<file path="src/rtl/dff_pipe_clr.sv">
// Elastic register pipeline with valid/ready handshake, bubble collapse and a
// synchronous active-low flush. Each stage holds one word; Q comes straight from the last stage.

module dff_pipe_clr_stage #(
    parameter int WIDTH = 8
) (
    input  logic             clk,
    input  logic             rst_n,
    input  logic             clr_n,
    input  logic             load,
    input  logic             unload,
    input  logic [WIDTH-1:0] din,
    output logic             vld,
    output logic [WIDTH-1:0] dout
);
    // Data only moves on load, so a stalled stage never toggles its register.
    always_ff @(posedge clk or negedge rst_n) begin
        if (!rst_n) begin
            vld  <= 1'b0;
            dout <= '0;
        end else if (!clr_n) begin
            vld  <= 1'b0;
            dout <= '0;
        end else if (load) begin
            vld  <= 1'b1;
            dout <= din;
        end else if (unload) begin
            vld  <= 1'b0;
        end
    end
endmodule

module dff_pipe_clr #(
    parameter  int WIDTH = 8,
    parameter  int DEPTH = 3,
    localparam int OCC_W = ($clog2(DEPTH + 1) < 1) ? 1 : $clog2(DEPTH + 1)
) (
    input  logic             Clk,
    input  logic             _Reset,
    input  logic             _Clr,
    input  logic             In_Valid,
    output logic             In_Ready,
    input  logic [WIDTH-1:0] D,
    output logic             Out_Valid,
    input  logic             Out_Ready,
    output logic [WIDTH-1:0] Q,
    output logic [OCC_W-1:0] Occupancy
);
    logic [DEPTH-1:0]            vld;
    logic [DEPTH-1:0]            rdy;
    logic [DEPTH-1:0]            load;
    logic [DEPTH-1:0]            unload;
    logic [DEPTH-1:0][WIDTH-1:0] data;

    // Ready ripples from the output back toward the input; an empty stage is
    // always ready, which is what lets bubbles collapse under backpressure.
    always_comb begin
        rdy    = '0;
        load   = '0;
        unload = '0;
        rdy[DEPTH-1] = Out_Ready | ~vld[DEPTH-1];
        for (int i = DEPTH - 2; i >= 0; i--)
            rdy[i] = rdy[i+1] | ~vld[i];
        In_Ready = rdy[0] & _Clr;
        load[0]  = In_Valid & In_Ready;
        for (int i = 1; i < DEPTH; i++)
            load[i] = vld[i-1] & rdy[i];
        for (int i = 0; i < DEPTH - 1; i++)
            unload[i] = load[i+1];
        unload[DEPTH-1] = vld[DEPTH-1] & Out_Ready;
    end

    for (genvar i = 0; i < DEPTH; i++) begin : g_stage
        logic [WIDTH-1:0] din;
        if (i == 0) begin : g_head
            assign din = D;
        end else begin : g_body
            assign din = data[i-1];
        end
        dff_pipe_clr_stage #(.WIDTH(WIDTH)) u_stage (
            .clk    (Clk),
            .rst_n  (_Reset),
            .clr_n  (_Clr),
            .load   (load[i]),
            .unload (unload[i]),
            .din    (din),
            .vld    (vld[i]),
            .dout   (data[i])
        );
    end

    assign Q         = data[DEPTH-1];
    assign Out_Valid = vld[DEPTH-1];

    // Words enter only at stage 0 and leave only at the last stage, so this
    // counter stays equal to the population count of vld on every edge.
    always_ff @(posedge Clk or negedge _Reset) begin
        if (!_Reset)
            Occupancy <= '0;
        else if (!_Clr)
            Occupancy <= '0;
        else
            Occupancy <= Occupancy + OCC_W'(load[0]) - OCC_W'(unload[DEPTH-1]);
    end
endmodule

</file>
<file path="config.mk">
export PLATFORM = sky130hd
export DESIGN_NAME = dff_pipe_clr
export DESIGN_NICKNAME = d
export VERILOG_FILES = /design/src/rtl/dff_pipe_clr.sv
export SDC_FILE = /design/constraint.sdc
export NUM_CORES = 1
export LEC_CHECK = 0
export CAP_MARGIN = 10
export CORE_MARGIN = 1
export CORE_UTILIZATION = 40
export DETAILED_ROUTE_END_ITERATION = 6
export PLACE_DENSITY_LB_ADDON = 0.12
export SLEW_MARGIN = 10
export SYNTH_ARGS = -nofsm -noshare
export SYNTH_HDL_FRONTEND = slang
export SYNTH_HIERARCHICAL = 1
export SYNTH_SLANG_ARGS = --single-unit
export TNS_END_PERCENT = 30
</file>
<file path="constraint.sdc">
create_clock -name Clk -period 2.69 [get_ports Clk]
set_input_delay 0.4035 -clock Clk [delete_from_list [all_inputs] [get_ports Clk]]
set_output_delay 0.4035 -clock Clk [all_outputs]
set_load 0.005 [all_outputs]
</file>
# After elaboration in Yosys (flattened, before gate mapping)
# Cells that the tools add are included.
# word_totals
reg_bits	29
inputBits	13
word_cells	42
out_inout_bits	12
# op_classes
n_mux	16
addsub	2
bitwise_logic	11
eq_ne	6
# op_table
cell	count
2-to-1 mux 8 bit	6
2-to-1 mux 1 bit	9
!= test 3 x 1 -> 1 bit (second input constant)	3
!= test 2 x 1 -> 1 bit (second input constant)	3
bitwise AND 1 bit	5
NOT 1 bit	3
bitwise OR 1 bit	3
adder 2 x 1 -> 2 bit	1
2-to-1 mux 2 bit	1
subtractor 2 x 1 -> 2 bit	1

# Logic depth before layout (Yosys ltp)
# logic_depth
word_depth	9
mapped_depth	7
mapped_depth_nobuf	7

# By module
# The synthesis kept the hierarchy.
# by_module_without_submodules
module	instances	cells_each	seq_area_each_um2	area_per_inst_um2
dff_pipe_clr_stage	3	28	225.2	380.4
dff_pipe_clr	1	17	50.0	170.2

# Worst setup path before layout
# OpenSTA, ideal clock, no wires.
# synth_timing
path_type	input to register
startpoint	input Out_Ready
endpoint	register Occupancy[1]
slack_ns	1.239
t_required_ns	2.621
t_arrival_ns	1.382
cell_stages	7
setup_time_ns	0.069
n_path_buf	0
path_cell_list	nand4b_1 nand3_1 ha_1 inv_1 ha_1 xnor3_1 nor2b_2
# synth_via
elab_chain_len	8
word_cells_on_any_way	9
cone_classes	add/sub: 2; mux: 1; bitwise: 6
# synth_lines
element	line_no	text
start, declared	45	input logic Out_Ready,
bitwise OR 1 bit	61	rdy[DEPTH-1] = Out_Ready | ~vld[DEPTH-1];
bitwise OR 1 bit (2 in a row)	63	rdy[i] = rdy[i+1] | ~vld[i];
bitwise AND 1 bit	64	In_Ready = rdy[0] & _Clr;
bitwise AND 1 bit	65	load[0] = In_Valid & In_Ready;
adder 2 x 1 -> 2 bit	103	Occupancy <= Occupancy + OCC_W'(load[0]) - OCC_W'(unload[DEPTH-1]);
subtractor 2 x 1 -> 2 bit *	103	
2-to-1 mux 2 bit *	100	else if (!_Clr)
end signal, assigned	103	
end, declared	47	output logic [OCC_W-1:0] Occupancy
# Every way passes the cells marked *; elsewhere a longest branch is shown, timed or not.
# A chain may end at the register's enable or synchronous reset.

# Worst setup path after layout
# layout_timing
startpoint	input Out_Ready
endpoint	output In_Ready
# layout_via
elab_chain_len	4
# layout_lines
element	line_no	text
bitwise OR 1 bit	61	
bitwise OR 1 bit (2 in a row)	63	
bitwise AND 1 bit	64	
end, declared	42	output logic In_Ready,
# Every way passes these cells.

==> summary.txt <==
outcome - complete, no violations
cell area after synthesis - 1310 um2
DR iter-0 viols - 29
crit path time final - 2.09 ns
Setup TNS - 0 ns
R2R Setup Slk - 1.13 ns
Final Setup Violations - 0
dominant cell type by area after synthesis - dfrtp_1
Synth Register Bits - 29
Bufs on Longest Clock Path - 2
CTS tree - yes
Hold Slack - 0.461 ns
post-synth top area share - 55.3%
Slew Limit Headroom - 60.8%
crit end category - primary output
total of max-cap violations - 0
Slew @ Worst Pin - 0.588 ns
Seq/Total Area, Yosys - 55.3%
Syn Inst Count - 101
met3 usage - 7.64%
Critical Path RT - 2.29 ns
clock root buffer - clkbuf_4
# H-tree levels - 2
Final GP Congestion - 0.692
worst-case clock skew - 0.00333 ns
first-pass GRT wire length - 3970 um
Die Wd - 59.3 um
Arrival @ worst endpoint - 1.69 ns
fin crit share - 77.7%
Core ar. - 3080 um2
clock network fraction of design power - 31.3%
leakage - 0.718 nW
Net Switching - 0.192 mW
buffer count from post-CTS setup fixing - 0
Place WS - 0.609 ns
Via density - 4.62
CTS Buf Count - 5
Combinational Power Share - 13.2%
pin count of the biggest net entering global routing - 30
PD cells - 500 nW/um2
Post-Syn Nets - 116
Switching Fraction - 23.1%
met2 Resource Use GR - 24.1%
die area - 3510 um2
crit path kind - in -> out
Slew Limit Fails - 0
top post-synthesis cells by area - dfrtp_1, mux2i_1, nor2b_1
commonest non-fill, non-tap cell in the layout - dfrtp_1
internal power - 0.637 mW
GRT Total Usage - 16.1%
DRC Markers - 0
Ys Warns - 6
# IOs - 25
CTS resizes - 0
GRT overflow - 0
final WL - 2350 um
routed vias - 818
post-DP HPWL - 1510 um
Max Freq - 478 MHz
IO buf count - 24
number of hold buffers added after cts - 0
detail-routed net length per standard cell - 13.3 um
Peak supply drop - 0.314 mV
Synth cell types - 15
drt first pass iters - 2
Starting Density - 42.6%
insertion delay to the later sink of the worst-skew pair - 0.31 ns
HP Class - in -> async
worst setup margin - 0.599 ns
area added between synthesis and finish - 26.4%
critical-path maximum fanout - 3
RSZ-0062 raised after global routing - false
most frequent cells in the layout - dfrtp_1, nor2b_1, mux2i_1, clkdlybuf4s50_1, clkbuf_4
Critical R2R Launch - g_stage[2].u_stage/vld
initial antenna violation count - 0
Final ANT Viol Nets - 0
number of global-route vias before repair - 830
FF-to-FF End - g_stage[0].u_stage/dout[0]
sequential power share - 55.4%
ratio of cells with drive above 1 in the final layout - 8.27%
clk slew on worst S/H paths - 0.09 ns
reg2reg path depth - 4
CP Launch Type - primary input
Final Core Density - 53.9%
syn avg cell area - 13.0 um2
Hold Vio Cnt, Final - 0
met1 Resource Use GR - 19.7%
FP Rows - 20
gr busiest metal - met2
chip height - 59.3 um
Final #Nets - 148
Sink Count - 29
antenna fix cells - 0
-- sequential cells by signal (all words and copies together) (netlist names) --
| register | flops |
|---|---|
| g_stage.u_stage/vld | 3 |
| Occupancy | 2 |
| g_stage.u_stage/dout | 24 |
-- power by group through the flow --
stage               logic [mW]  registers (mW)  clock network [mW]
CTS                      0.112           0.460               0.270
global route             0.120           0.462               0.296
detailed placement       0.112           0.468                   0
floorplan               0.0594           0.467                   0
finish                   0.109           0.459               0.260
global placement         0.110           0.467                   0
-- Yosys cell counts, drive strengths merged --
cell type	instances
a21boi	1
a31oi	1
and2	3
and3	1
buf	3
dfrtp	29
ha	2
inv	3
mux2i	24
nand3	1
nand4b	1
nor2b	28
o21a	3
xnor3	1
-- routing by layer --
layer | wire, um | vias up
met5 | 0 | -
met4 | 19 | 0
met3 | 115 | 2
met2 | 1160 | 18
met1 | 1050 | 397
li1 | - | 401
-- final cells by class --
type	instances	area [um2]
well taps	44	55.1
clock buffers	7	55.1
fillers	292	1420
multi-input cells	66	541
flip-flops and latches	29	726
repair buffers	28	270
inverters	3	11.3
-- how the worst max path moves through the flow --
stage | startpoint | endpoint | cells after the start
2_1_floorplan | Out_Ready | Occupancy[1] | 7
3_3_place_gp | Out_Ready | In_Ready | 4
3_5_place_dp | Out_Ready | In_Ready | 4
4_1_cts | Out_Ready | In_Ready | 4
5_1_grt | Out_Ready | In_Ready | 4
6_report | Out_Ready | In_Ready | 4
-- worst max-delay path: stages --
cell and delay, ns:
clkdlybuf4s50_1 0.44, nand4b_1 0.22, and2_1 0.19, clkdlybuf4s50_1 0.43
-- kinds of logic after synthesis --
family | share of synthesized area [%]
compound gates | 2.77
xor+xnor | 1.72
fa+ha+maj | 1.91
buf+inv | 3.43
flops | 55.3
mux | 18.3
simple gates | 16.5
-- through the flow --
step / power (mW) / instances / instance area (um2)
2_1_floorplan: 0.526 / 101 / 1310
3_3_place_gp: 0.577 / 170 / 1600
3_5_place_dp: 0.580 / 170 / 1600
4_1_cts: 0.842 / 177 / 1660
5_1_grt: 0.878 / 177 / 1660
6_report: 0.828 / 177 / 1660
(Power assumes the default switching activity.)
